`src/rtl/stream_mux_pkg.sv`:
```
// Shared constants and the round-robin search helper for stream_mux_rr.
package stream_mux_pkg;

   localparam logic MODE_RR    = 1'b0;
   localparam logic MODE_FIXED = 1'b1;
   localparam int unsigned MAX_N = 16;

   // Index of the first set bit of valid at or above ptr, wrapping within n channels; 0 if none.
   function automatic int unsigned rr_next(input logic [3:0] ptr, input logic [15:0] valid,
                                           input int unsigned n);
      int unsigned res;
      logic        found;
      logic [4:0]  sum;
      res   = 0;
      found = 1'b0;
      for (int unsigned k = 0; k < MAX_N; k++) begin
         sum = 5'(ptr) + k[4:0];
         if (32'(sum) >= n) sum = sum - 5'(n);
         if (k < n && !found && valid[sum[3:0]]) begin
            res   = 32'(sum);
            found = 1'b1;
         end
      end
      return res;
   endfunction

endpackage

```
`src/rtl/rr_arbiter.sv`:
```
// Round-robin grant: first valid channel searching upward from ptr with wrap.
module rr_arbiter import stream_mux_pkg::*; #(
   parameter int unsigned N     = 4,
   parameter int unsigned SEL_W = $clog2(N)
) (
   input  logic [N-1:0]     valid,
   input  logic [SEL_W-1:0] ptr,
   output logic             grant_vld,
   output logic [SEL_W-1:0] grant_idx
);

   logic [MAX_N-1:0] valid_ext;

   always_comb begin
      valid_ext        = '0;
      valid_ext[N-1:0] = valid;
      grant_vld        = |valid;
      grant_idx        = SEL_W'(rr_next(4'(ptr), valid_ext, N));
   end

endmodule

```
`src/rtl/stream_mux_rr.sv`:
```
// N-to-1 stream mux with round-robin or fixed select and a single output register stage.
// Define STREAM_MUX_RR_LAST_EN to add in_last/out_last and hold the grant until end of packet.
module stream_mux_rr import stream_mux_pkg::*; #(
   parameter int unsigned WIDTH = 32,
   parameter int unsigned N     = 4,
   parameter int unsigned SEL_W = $clog2(N)
) (
   input  logic               clk,
   input  logic               rst_n,
   input  logic               mode,
   input  logic [SEL_W-1:0]   s,
   input  logic [N-1:0]       in_valid,
   input  logic [N*WIDTH-1:0] in_data,
   output logic [N-1:0]       in_ready,
   output logic               out_valid,
   output logic [WIDTH-1:0]   out_data,
   output logic [SEL_W-1:0]   out_sel,
   input  logic               out_ready
`ifdef STREAM_MUX_RR_LAST_EN
   ,
   input  logic [N-1:0]       in_last,
   output logic               out_last
`endif
);

   logic             load_en, accept, advance, lock_hold;
   logic             rr_vld, gnt_vld;
   logic [SEL_W-1:0] rr_idx, gnt_idx, ptr_q, ptr_d;
   logic [WIDTH-1:0] gnt_data, out_data_q;
   logic [SEL_W-1:0] out_sel_q;
   logic             out_valid_q;

   rr_arbiter #(
      .N     (N),
      .SEL_W (SEL_W)
   ) u_arb (
      .valid     (in_valid),
      .ptr       (ptr_q),
      .grant_vld (rr_vld),
      .grant_idx (rr_idx)
   );

`ifdef STREAM_MUX_RR_LAST_EN
   logic lock_q, lock_d, gnt_last, out_last_q;
   assign lock_hold = lock_q;
   assign out_last  = out_last_q;
`else
   assign lock_hold = 1'b0;
`endif

   always_comb begin
      load_en = !out_valid_q || out_ready;
      // While locked the held channel is the one whose beat was last loaded.
      if (lock_hold) begin
         gnt_vld = 1'b1;
         gnt_idx = out_sel_q;
      end else if (mode == MODE_FIXED) begin
         gnt_vld = 32'(s) < N;
         gnt_idx = s;
      end else begin
         gnt_vld = rr_vld;
         gnt_idx = rr_idx;
      end
      in_ready = '0;
      gnt_data = '0;
`ifdef STREAM_MUX_RR_LAST_EN
      gnt_last = 1'b0;
`endif
      for (int unsigned i = 0; i < N; i++) begin
         if (32'(gnt_idx) == i) begin
            in_ready[i] = gnt_vld && load_en && rst_n;
            gnt_data    = in_data[i*WIDTH +: WIDTH];
`ifdef STREAM_MUX_RR_LAST_EN
            gnt_last    = in_last[i];
`endif
         end
      end
      accept = |(in_valid & in_ready);
`ifdef STREAM_MUX_RR_LAST_EN
      advance = accept && gnt_last;
      lock_d  = accept ? !gnt_last : lock_q;
`else
      advance = accept;
`endif
      if (!advance)                   ptr_d = ptr_q;
      else if (32'(gnt_idx) == N - 1) ptr_d = '0;
      else                            ptr_d = gnt_idx + SEL_W'(1);
   end

   always_ff @(posedge clk or negedge rst_n) begin
      if (!rst_n) begin
         ptr_q       <= '0;
         out_valid_q <= 1'b0;
         out_data_q  <= '0;
         out_sel_q   <= '0;
`ifdef STREAM_MUX_RR_LAST_EN
         lock_q      <= 1'b0;
         out_last_q  <= 1'b0;
`endif
      end else begin
         ptr_q <= ptr_d;
         if (load_en) out_valid_q <= accept;
         if (accept) begin
            out_data_q <= gnt_data;
            out_sel_q  <= gnt_idx;
`ifdef STREAM_MUX_RR_LAST_EN
            out_last_q <= gnt_last;
`endif
         end
`ifdef STREAM_MUX_RR_LAST_EN
         lock_q <= lock_d;
`endif
      end
   end

   assign out_valid = out_valid_q;
   assign out_data  = out_data_q;
   assign out_sel   = out_sel_q;

endmodule

```
`config.mk`:
```
export PLATFORM = sky130hd
export DESIGN_NAME = stream_mux_rr
export DESIGN_NICKNAME = d
export VERILOG_FILES = /design/src/rtl/stream_mux_pkg.sv /design/src/rtl/rr_arbiter.sv /design/src/rtl/stream_mux_rr.sv
export SDC_FILE = /design/constraint.sdc
export NUM_CORES = 1
export LEC_CHECK = 0
export CORE_ASPECT_RATIO = 0.75
export CORE_MARGIN = 2
export CORE_UTILIZATION = 36
export CTS_CLUSTER_SIZE = 20
export DETAILED_ROUTE_END_ITERATION = 8
export GPL_ROUTABILITY_DRIVEN = 0
export PLACE_DENSITY = 0.82
export SETUP_SLACK_MARGIN = 0.2
export SYNTH_ARGS = -nofsm -noshare
export SYNTH_HDL_FRONTEND = slang
export SYNTH_SLANG_ARGS = --single-unit
```
`constraint.sdc`:
```
create_clock -name clk -period 4.1 [get_ports clk]
set_input_delay 0.82 -clock clk [delete_from_list [all_inputs] [get_ports clk]]
set_output_delay 0.82 -clock clk [all_outputs]
set_load 0.03 [all_outputs]
```
Word-level counts from Yosys, hierarchy flattened
Index checks and enable logic that the tools add are counted.
- logic and storage cells: 67
- register bits after elaboration: 37
- output and inout port bits: 39
- multiplexer cells: 30
- reduce and logical (&&, ||, !) cells: 13
- add/sub/neg operators: 8
- bitwise operators: 1
- magnitude comparators: 8
- equal/unequal tests: 3
- operator list (kind ; number):
    32-bit 2-to-1 mux ; 4
    4-bit by 5-bit < comparator with 1-bit output (second input constant) ; 4
    1-bit binary-select mux with 4-bit select ; 4
    4-bit 2-to-1 mux ; 4
    5-bit by 3-bit >= comparator with 1-bit output (second input constant) ; 3
    1-bit 2-to-1 mux ; 12
    2-bit 2-to-1 mux ; 6
    3-bit by 3-bit subtractor with 4-bit output (second input constant) ; 3
    4-bit OR reduction ; 2
    2-bit by 2-bit adder with 3-bit output (second input constant) ; 2
    1-bit logical AND ; 5
    4-bit bitwise AND ; 1
    2-bit == test (second input constant) ; 2
    1-bit zero test ; 4
    2-bit by 3-bit subtractor with 4-bit output (second input constant) ; 1
    2-bit by 1-bit adder with 3-bit output (second input constant) ; 1
    2-bit by 3-bit >= comparator with 1-bit output (second input constant) ; 1
    2-bit by 1-bit adder with 2-bit output (second input constant) ; 1
    2-bit by 1-bit == test with 1-bit output (second input constant) ; 1
    2-bit zero test ; 1
    1-bit logical OR ; 1

Longest topological paths before layout
Gate-level depths: netlist (run 1).
- depth after elaboration: 20
- gate-level depth with buffers: 16
- mapped depth without buffers: 13

Modules after synthesis
Synthesis (run 1) repeated with hierarchy kept, for this count alone.
- cells, all modules: 256
- area total of the unflattened synthesis: 2396.0 um^2
- modules (own cells, without submodules) (module ; instances ; cells an instance ; area each (um^2)):
    stream_mux_rr ; 1 ; 221 ; 2098.3
    rr_arbiter ; 1 ; 35 ; 297.8

Worst setup path before layout (run 1)
OpenSTA, ideal clock, no wires.
- path type: register to output
- start point: register ptr_q[1]
- end point: output in_ready[1]
- arrival time: 3.279 ns
- stages on the path, launching flop included: 14
- setup slack: 0.001 ns
- cells stage by stage: dfrtp_1 -> clkbuf_1 -> inv_1 -> ha_1 -> mux2_2 -> nand4_1 -> o21ai_0 -> a221oi_1 -> or2_2 -> ha_1 -> clkbuf_1 -> clkbuf_1 -> inv_1 -> nor2_1
- word-level cells in the longest chain between the ends: 17
- RTL lines (what ; RTL line ; text):
    from (decl) ; stream_mux_rr.sv:28 ; logic [SEL_W-1:0] rr_idx, gnt_idx, ptr_q, ptr_d;
    from (signal assigned) ; stream_mux_rr.sv:101 ; ptr_q <= ptr_d;
    branches (longest 13 deep; another with 5-bit by 3-bit >= comparator with 1-bit output) ; - ;
    2-bit 2-to-1 mux * ; stream_mux_pkg.sv:19 ; if (k < n && !found && valid[sum[3:0]]) begin
    2-bit 2-to-1 mux * ; stream_mux_rr.sv:57 ; end else if (mode == MODE_FIXED) begin
    2-bit by 1-bit == test with 1-bit output * ; stream_mux_rr.sv:70 ; if (32'(gnt_idx) == i) begin
    1-bit 2-to-1 mux * ; stream_mux_rr.sv:70 ;
    to (decl) ; stream_mux_rr.sv:14 ; output logic [N-1:0] in_ready,
Every way passes the cells marked *. The select of a mux whose other input is x is not followed.

Final worst setup path (run 1)
- start point: input in_valid[3]
- end point: output in_ready[3]
- word-level cells in the longest chain between the ends: 15
- RTL lines (what ; RTL line ; text):
    from (decl) ; stream_mux_rr.sv:12 ; input logic [N-1:0] in_valid,
    1-bit binary-select mux with 4-bit select ; stream_mux_pkg.sv:19 ;
    1-bit 2-to-1 mux (implied by the code) ; stream_mux_pkg.sv:19 ;
    1-bit 2-to-1 mux ; stream_mux_pkg.sv:19 ;
    1-bit zero test ; stream_mux_pkg.sv:19 ;
    1-bit logical AND ; stream_mux_pkg.sv:19 ;
    1-bit 2-to-1 mux ; stream_mux_pkg.sv:19 ;
    1-bit zero test ; stream_mux_pkg.sv:19 ;
    1-bit logical AND ; stream_mux_pkg.sv:19 ;
    1-bit 2-to-1 mux ; stream_mux_pkg.sv:19 ;
    1-bit zero test ; stream_mux_pkg.sv:19 ;
    1-bit logical AND ; stream_mux_pkg.sv:19 ;
    2-bit 2-to-1 mux * ; stream_mux_pkg.sv:19 ;
    2-bit 2-to-1 mux * ; stream_mux_rr.sv:57 ;
    net gnt_idx[0] ; stream_mux_rr.sv:28 ;
    2-bit == test * ; stream_mux_rr.sv:70 ;
    1-bit 2-to-1 mux * ; stream_mux_rr.sv:70 ;
The timed path passes the listed nets; every way through them passes the cells marked *. The select of a mux whose other input is x is not followed.

==> flow_summary.yaml, run 1 <==
synthesis:
  synth_nets: 472
  synth_xor_area_share_pct: 0
  ys.flop_type: "dfrtp_1"
  yosysWarningCount: 0
  synthSimpleGateAreaFrac_pct: 20.6
  yosysUniqueCellTypes: 34
  synth_sequential_area_ratio_pct: 35.9
  synthMuxAreaShare_pct: 5.54
  avgSynthCellArea_um2: 7.90
  synthArstFlopShare_pct: 100
  ys_ff_latch: 37
  synthCells: 326
  synth_top_family_by_area: "compound AO/OA/AOI/OAI gates"
  yosys.area_share.adder_pct: 3.89
  synth_compound_area_share_pct: 27.7
  synth_edf_count: 0
  syn-cell-area_um2: 2580
sta:
  layout_min_cycle_time_ps: 3810
  fmax_ghz: 0.262
  tightest_slew_ps: 457
  period_share_pct: 93.0
  slew_violations: 0
  skew_ps: 6.14
  setup_viol: 0
  finalHoldViolCount: 0
  setup_slack_ps: 289
  rsz0062_at_grt: "false"
  relSlewSlack_pct: 69.5
global_routing:
  grt_pass1_wl_um: 14700
  grt.total_usage_pct: 23.8
  antenna_found_initial: 0
  grt_pass1_vias: 2980
  grt_remaining_overflow: 0
  grt_max_degree: 39
die:
  die_h_um: 77.3
  std_cell_rows: 26
  fp.coreArea_um2: 6860
  die_area_um2: 7860
  boundaryPins: 177
  die_w_um: 102
  start_util_pct: 37.5
setup_path:
  worst_setup_path_start_kind: "primary input"
  crit_family: "simple AND/OR/NAND/NOR gates"
  crit_cells: 10
  endpoint_kind: "output pin"
  critical_path.max_fanout: 7
  slowest_delay_ps: 490
  arrival_ps: 2990
  crit_slowest_cell: "or4_4"
  crit_type: "in2out"
  crit_chain: "dlygate4sd2_1 > mux2_4 > and3_4 > or4_4 > o211ai_4 > inv_2 > ha_4 > inv_1 > nor2_1 > buf_4"
  worstPathRequired_ps: 3280
  reg2regPathDepth: 15
  critPathBufInv: 4
placement:
  post-place-ws_ps: -93.6
  dp_hpwl_um: 7590
  dp_cells: 585
  place_area_um2: 4460
  port_buffers: 176
cts:
  cts_tree: "built"
  clock_latency_ps: 290
  htree_levels: 2
  cts_buffers: 5
  clk_pin_slew_worst_paths_ps: 70
  cts_buffer_depth: 2
  cts_sinks: 37
  clockRootBuffer: "clkbuf_8"
pwr:
  power.leakage_nw: 1.91
  powerDensity_nw_per_um2: 672
  power_mw: 3.18
  peakVddDrop_mv: 0.278
min_path:
  holdPathStages: 2
  hold_path_class: "reg2reg"
layout:
  fin_cells: 600
  area.growth.synth_to_final_pct: 83.6
  layout_common_cells: "167 x clkdlybuf4s50_1, 38 x nand2_1, 36 x dfrtp_1, 35 x nor2_1, 34 x o21ai_0"
  drive_gt1_share_pct: 13.3
  final_common_cell: "clkdlybuf4s50_1"
  design_area_um2: 4730
  n_antenna_cell: 0
  layout.nets: 648
detailed_routing:
  ant_nets: 0
  avgViaCountPerCell: 5.32
  wl_um: 10000
  dr.pass1.iters: 4
  drc: 0
  vias: 3192
  drt-initial-drc-count: 97
  post_drt_wl_per_cell_um: 16.7
job:
  maxCapViolCount: 0
run_status:
  status: "completed"
-- layout make-up --
cell class | count | area [um^2]
Inverter | 7 | 26.3
Multi-Input combinational cell | 251 | 1610
Tap cell | 98 | 123
Timing Repair Buffer | 200 | 1950
Sequential cell | 37 | 927
Clock buffer | 7 | 86.3
Fill cell | 550 | 2130
-- synthesized netlist by cell type, types with 4 or more instances --
library cell | number | area [um^2]
nand2_1 | 38 | 143
mux2i_1 | 6 | 60.1
nor3_1 | 31 | 155
clkbuf_1 | 22 | 82.6
a221oi_1 | 32 | 280
dfrtp_1 | 37 | 926
o21ai_0 | 35 | 175
inv_1 | 7 | 26.3
mux2_2 | 4 | 45.0
a21oi_1 | 33 | 165
buf_2 | 5 | 25.0
ha_1 | 8 | 100
nor2_1 | 38 | 143
-- state kept, by name, summed over array words and instances, names as in the netlist --
signal	count
out_data	32
out_sel	2
ptr_q	2
out_valid	1
-- per-stage QoR --
stage | utilization [%] | setup TNS [ps] | hold slack (ps)
6_report | 68.9 | 0 | 480
5_1_grt | 68.9 | 0 | 501
4_1_cts | 66.7 | 0 | 485
3_5_place_dp | 64.9 | -321 | 470
3_3_place_gp | 64.9 | 0 | 462
2_1_floorplan | - | 0 | 524
-- what timing repair did --
action / CTS / global route
hold endpoints to repair: 0 / 0
buffers inserted: 1 / 7
pin swaps: 2 / 7
resized for setup: 11 / 21
setup endpoints to repair: 4 / 13
hold buffers: 0 / 0
cloned: 0 / 0
-- final timing paths --
kind	from	end	slack (ps)
max	in_valid[3]	in_ready[3]	290
min	out_data[1]$_DFFE_PN0P_	out_data[1]$_DFFE_PN0P_	480
max reg2reg	ptr_q[0]$_DFFE_PN0P_	out_data[16]$_DFFE_PN0P_	600
min reg2reg	out_data[1]$_DFFE_PN0P_	out_data[1]$_DFFE_PN0P_	480
max in group asynchronous	rst_n	ptr_q[1]$_DFFE_PN0P_	3130
min in group asynchronous	rst_n	out_data[13]$_DFFE_PN0P_	620
-- power breakdown --
group	leakage, nW	switching (mW)	internal [mW]
clock	0.0443	0.122	0.133
sequential	0.469	0.0867	0.526
combinational	1.40	1.31	1.00
total	1.91	1.52	1.66
-- worst register-to-register path: cells and delay by family, from the launching register on --
kind | cells | cell delay, ps
adders and majority gates | 2 | 390
and+or+nand+nor | 5 | 1250
buffers and inverters | 4 | 770
DFF | 1 | 390
AOI/OAI and AO/OA | 4 | 650
-- cells by family after synthesis --
kind of cell    after synthesis
compound gates              110
fa+ha+maj                     8
buf+inv                      38
flops                        37
mux                          13
simple gates                120
-- metal layers --
metal | track usage [%] | part of all wire (%)
met1 | 27.0 | 38
met2 | 42.0 | 51
met3 | 7.20 | 9.2
met4 | 8.11 | 2.6
met5 | 0 | 0
(Power assumes the default switching activity.)
==> inputs of run 2 (changes only) <==
--- a/config.mk
+++ b/config.mk
@@ -7,12 +7,13 @@
 export LEC_CHECK = 0
 export CORE_ASPECT_RATIO = 0.75
 export CORE_MARGIN = 2
-export CORE_UTILIZATION = 36
+export CORE_UTILIZATION = 32
 export CTS_CLUSTER_SIZE = 20
 export DETAILED_ROUTE_END_ITERATION = 8
 export GPL_ROUTABILITY_DRIVEN = 0
-export PLACE_DENSITY = 0.82
+export PLACE_DENSITY = 0.77
 export SETUP_SLACK_MARGIN = 0.2
 export SYNTH_ARGS = -nofsm -noshare
 export SYNTH_HDL_FRONTEND = slang
 export SYNTH_SLANG_ARGS = --single-unit
+export TNS_END_PERCENT = 10
==> constraint.sdc (replaced) <==
create_clock -name clk -period 3.05 [get_ports clk]
set_input_delay 0.61 -clock clk [delete_from_list [all_inputs] [get_ports clk]]
set_output_delay 0.61 -clock clk [all_outputs]
set_load 0.03 [all_outputs]
==> flow_summary.yaml, run 2 (synthesis gave the netlist of run 1 again) <==
cts:
  htree_levels: 2
  cts_buffers: 5
  ctsHoldBuffers: 0
  clk_pin_slew_worst_paths_ps: 70
  cts_sinks: 37
  cts_tree: "built"
  clock_latency_ps: 280
  cts_buffer_depth: 2
  clockRootBuffer: "clkbuf_8"
die:
  std_cell_rows: 28
  die_h_um: 81.7
  die_area_um2: 8790
  die_w_um: 108
  fp.coreArea_um2: 7850
  boundaryPins: 177
  start_util_pct: 32.8
sta:
  skew_ps: 8.16
  tightest_slew_ps: 476
  period_share_pct: 110
  setup_viol: 41
  rsz0062_at_grt: "true"
  relSlewSlack_pct: 68.3
  fmax_ghz: 0.299
  layout_min_cycle_time_ps: 3350
  setup_slack_ps: -299
  slew_violations: 0
  tns_ps: -8320
  finalHoldViolCount: 0
layout:
  area.growth.synth_to_final_pct: 102
  n_antenna_cell: 0
  largest_reg_flops: 32
  layout_common_cells: "167 x clkdlybuf4s50_1, 43 x buf_4, 38 x nand2_1, 36 x dfrtp_1, 34 x nor2_1"
  layout.nets: 676
  post-route-util_pct: 66.2
  final_common_cell: "clkdlybuf4s50_1"
  drive_gt1_share_pct: 22.6
global_routing:
  grt.total_usage_pct: 22.8
  grt_pass1_wl_um: 15800
  grt_max_degree: 42
  grt_pass1_vias: 3277
  antenna_found_initial: 0
  grt_remaining_overflow: 0
setup_path:
  worst_setup_path_start_kind: "flip-flop"
  reg2regPathDepth: 11
  r2r_start: "ptr_q[0]$_DFFE_PN0P_"
  critPathLaunch: "ptr_q[0]$_DFFE_PN0P_"
  arrival_ps: 2740
  crit_chain: "buf_6 > mux2_4 > and3_4 > or4_4 > o211ai_4 > ha_4 > inv_1 > nor2_1 > buf_4"
  crit_slowest_cell: "or4_4"
  slowest_delay_ps: 540
  worstPathRequired_ps: 2440
  reg2reg_slack_ps: -270
  endpoint_kind: "output pin"
  critical_path.max_fanout: 5
  crit_path_end: "in_ready[0]"
  timing.rr.end: "ptr_q[0]$_DFFE_PN0P_"
  crit_type: "reg2out"
run_status:
  failed_checks: "negative setup slack"
  status: "finished with violations"
pwr:
  power.leakage_nw: 2.11
  power_mw: 4.84
  powerDensity_nw_per_um2: 933
  peakVddDrop_mv: 0.445
detailed_routing:
  vias: 3289
  post_drt_wl_per_cell_um: 16.4
  wl_um: 10400
  dr.pass1.iters: 4
  drc: 0
  drt-initial-drc-count: 133
  avgViaCountPerCell: 5.17
  ant_nets: 0
job:
  maxCapViolCount: 0
placement:
  dp_hpwl_um: 7720
  port_buffers: 176
min_path:
  hold_path_class: "in2async"
run 2: worst max-delay path: cells and delay by family, from the launching register on:
| family | cells | cell delay, ps |
|---|---|---|
| and+or+nand+nor | 3 | 830 |
| DFF | 1 | 460 |
| buffers and inverters | 3 | 350 |
| AOI/OAI and AO/OA | 1 | 320 |
| muxes | 1 | 300 |
| adders and majority gates | 1 | 200 |
run 2: report_power, final:
part	switching, mW	internal, mW
clock	0.171	0.159
sequential	0.123	0.707
combinational	1.96	1.73
total	2.25	2.59
run 2: what timing repair did:
item | 4_1_cts | 5_1_grt
gates resized for setup | 35 | 23
pin swaps | 6 | 7
setup buffers | 10 | 2
setup endpoints to repair | 41 | 41
gates cloned | 0 | 0
run 2: layout make-up:
| type | count | area, um^2 |
|---|---|---|
| multi-input combinational | 251 | 1790 |
| tap | 105 | 131 |
| sequential | 37 | 927 |
| fill | 676 | 2660 |
| inverter | 7 | 31.3 |
| timing repair buffer | 228 | 2230 |
| clock inverter | 2 | 10.0 |
| clock buffer | 6 | 72.6 |
run 2: layer usage:
metal,vias up,part of all wire (%),global-route usage (%)
li1,1605,-,-
met1,1520,39,25.9
met5,-,0,0
met3,17,9.3,6.27
met4,0,1.8,6.54
met2,147,50,42.3
run 2: through the flow:
step	setup WS (ps)	hold slack, ps	instance area (um^2)	instances
after global placement	-458	463	4760	616
after global routing	-389	453	5190	636
after CTS	-265	442	5050	634
final	-299	423	5190	636
after detailed placement	-632	474	4760	616
after floorplan	-66.0	314	2740	326
run 2: how the worst min path moves through the flow:
stage / startpoint / to
floorplan: rst_n / out_data[0]$_DFFE_PN0P_
global placement: out_data[10]$_DFFE_PN0P_ / out_data[10]$_DFFE_PN0P_
CTS: rst_n / out_data[30]$_DFFE_PN0P_
global route: rst_n / out_data[12]$_DFFE_PN0P_
detailed placement: out_data[21]$_DFFE_PN0P_ / out_data[21]$_DFFE_PN0P_
finish: rst_n / out_data[10]$_DFFE_PN0P_
==> inputs of run 3 (changes only) <==
--- a/config.mk
+++ b/config.mk
@@ -13,6 +13,7 @@
 export GPL_ROUTABILITY_DRIVEN = 0
 export PLACE_DENSITY = 0.77
 export SETUP_SLACK_MARGIN = 0.2
+export SKIP_CTS_REPAIR_TIMING = 1
 export SYNTH_ARGS = -nofsm -noshare
 export SYNTH_HDL_FRONTEND = slang
 export SYNTH_SLANG_ARGS = --single-unit
==> flow_summary.yaml, run 3 (synthesis gave the netlist of run 1 again) <==
layout:
  fill_cells: 632
  area.growth.synth_to_final_pct: 107
  final_common_cell: "clkdlybuf4s50_1"
  layout.nets: 679
  post-route-util_pct: 68.0
  layout_common_cells: "167 x clkdlybuf4s50_1, 43 x buf_4, 36 x nand2_1, 36 x dfrtp_1, 34 x nor2_1"
  largest_reg_flops: 32
  drive_gt1_share_pct: 24.3
  n_antenna_cell: 0
  fin_cells: 639
cts:
  cts_buffers: 5
  clockRootBuffer: "clkbuf_8"
  clock_latency_ps: 280
  htree_levels: 2
  cts_sinks: 37
  clk_pin_slew_worst_paths_ps: 70
  cts_buffer_depth: 2
  cts_tree: "built"
detailed_routing:
  wl_um: 10500
  post_drt_wl_per_cell_um: 16.5
  vias: 3309
  dr.pass1.iters: 4
  drt-initial-drc-count: 122
  ant_nets: 0
  avgViaCountPerCell: 5.18
  drc: 0
global_routing:
  antenna_found_initial: 0
  grt_pass1_wl_um: 15000
  grt.total_usage_pct: 21.5
  grt_max_degree: 42
  grt_pass1_vias: 3157
  grt_remaining_overflow: 0
die:
  fp.coreArea_um2: 7850
  boundaryPins: 177
  die_h_um: 81.7
  die_area_um2: 8790
  start_util_pct: 32.8
  std_cell_rows: 28
  die_w_um: 108
run_status:
  status: "finished with violations"
  failed_checks: "negative setup slack"
setup_path:
  worstPathRequired_ps: 2440
  reg2regPathDepth: 14
  critical_path.max_fanout: 8
  timing.rr.end: "out_data[14]$_DFFE_PN0P_"
  crit_chain: "buf_6 > mux2_4 > and3_4 > or4_4 > o211ai_4 > inv_2 > ha_4 > inv_2 > nor2_4 > buf_6"
  endpoint_kind: "output pin"
  r2r_start: "ptr_q[0]$_DFFE_PN0P_"
  reg2reg_slack_ps: -190
  crit_slowest_cell: "or4_4"
  slowest_delay_ps: 520
  crit_type: "reg2out"
  arrival_ps: 2720
  worst_setup_path_start_kind: "flip-flop"
sta:
  period_share_pct: 109
  skew_ps: 4.08
  fmax_ghz: 0.301
  setup_slack_ps: -276
  tns_ps: -4140
  slew_violations: 0
  setup_viol: 38
  tightest_slew_ps: 483
  layout_min_cycle_time_ps: 3330
  relSlewSlack_pct: 67.8
  finalHoldViolCount: 0
  rsz0062_at_grt: "true"
placement:
  post-place-ws_ps: -632
  dp_hpwl_um: 7720
  dp_cells: 616
  port_buffers: 176
pwr:
  power.leakage_nw: 2.20
  peakVddDrop_mv: 0.493
  powerDensity_nw_per_um2: 941
job:
  maxCapViolCount: 0
min_path:
  hold_path_class: "in2async"
-- run 3: cell types whose count changed in the layout (fill, tap and decap cells not counted), moves of 4 or more --
cell	delta
o21ai_1	+11
dlymetal6s2s_1	+4
o21ai_0	-12
dlygate4sd2_1	-4
-- run 3: how the worst max path moves through the flow --
| stage | from | slack, ps | end | depth (start not counted) |
|---|---|---|---|---|
| after floorplan | in_valid[3] | -70 | in_ready[2] | 9 |
| after global placement | in_valid[3] | -460 | out_data[14]$_DFFE_PN0P_ | 13 |
| after detailed placement | in_valid[2] | -630 | out_data[10]$_DFFE_PN0P_ | 14 |
| after CTS | in_valid[2] | -560 | in_ready[3] | 12 |
| after global routing | ptr_q[0]$_DFFE_PN0P_ | -350 | in_ready[1] | 10 |
| final | ptr_q[0]$_DFFE_PN0P_ | -280 | in_ready[1] | 10 |
-- run 3: per-stage QoR --
stage          power [mW]  area, um^2  hold slack [ps]
2_1_floorplan        2.84        2740              314
3_3_place_gp         3.94        4760              463
3_5_place_dp         4.06        4760              474
4_1_cts              4.40        4840              442
5_1_grt              5.37        5340              455
6_report             5.02        5340              420
-- run 3: final cells by class --
cell class	instances	area, um^2	area share, %
Multi-Input combinational cell	251	1850	34.7
Clock inverter	2	10.0	0.188
Clock buffer	6	72.6	1.36
Inverter	7	31.3	0.586
Tap cell	105	131	2.46
Sequential cell	37	927	17.4
Timing Repair Buffer	231	2310	43.3
-- run 3: routing by layer --
layer	vias up	GRT usage [%]	routed length, um
li1	1606	-	-
met1	1539	24.3	4180
met2	150	39.9	5250
met3	14	6.43	964
met4	0	5.51	140
met5	-	0	0
-- run 3: where the power goes --
group          leakage (nW)  internal, mW  switching [mW]
clock network        0.0450         0.159           0.171
registers             0.469         0.706           0.133
logic                  1.68          1.84            2.01
-- run 3: critical path, delay by kind of cell, from the launching register on --
family	cells	cell delay (ps)
AND/OR/NAND/NOR	3	710
multiplexers	1	300
adder cells (fa/ha/maj)	1	210
AO/OA/AOI/OAI	1	280
buffers and inverters	4	450
flip-flops	1	480
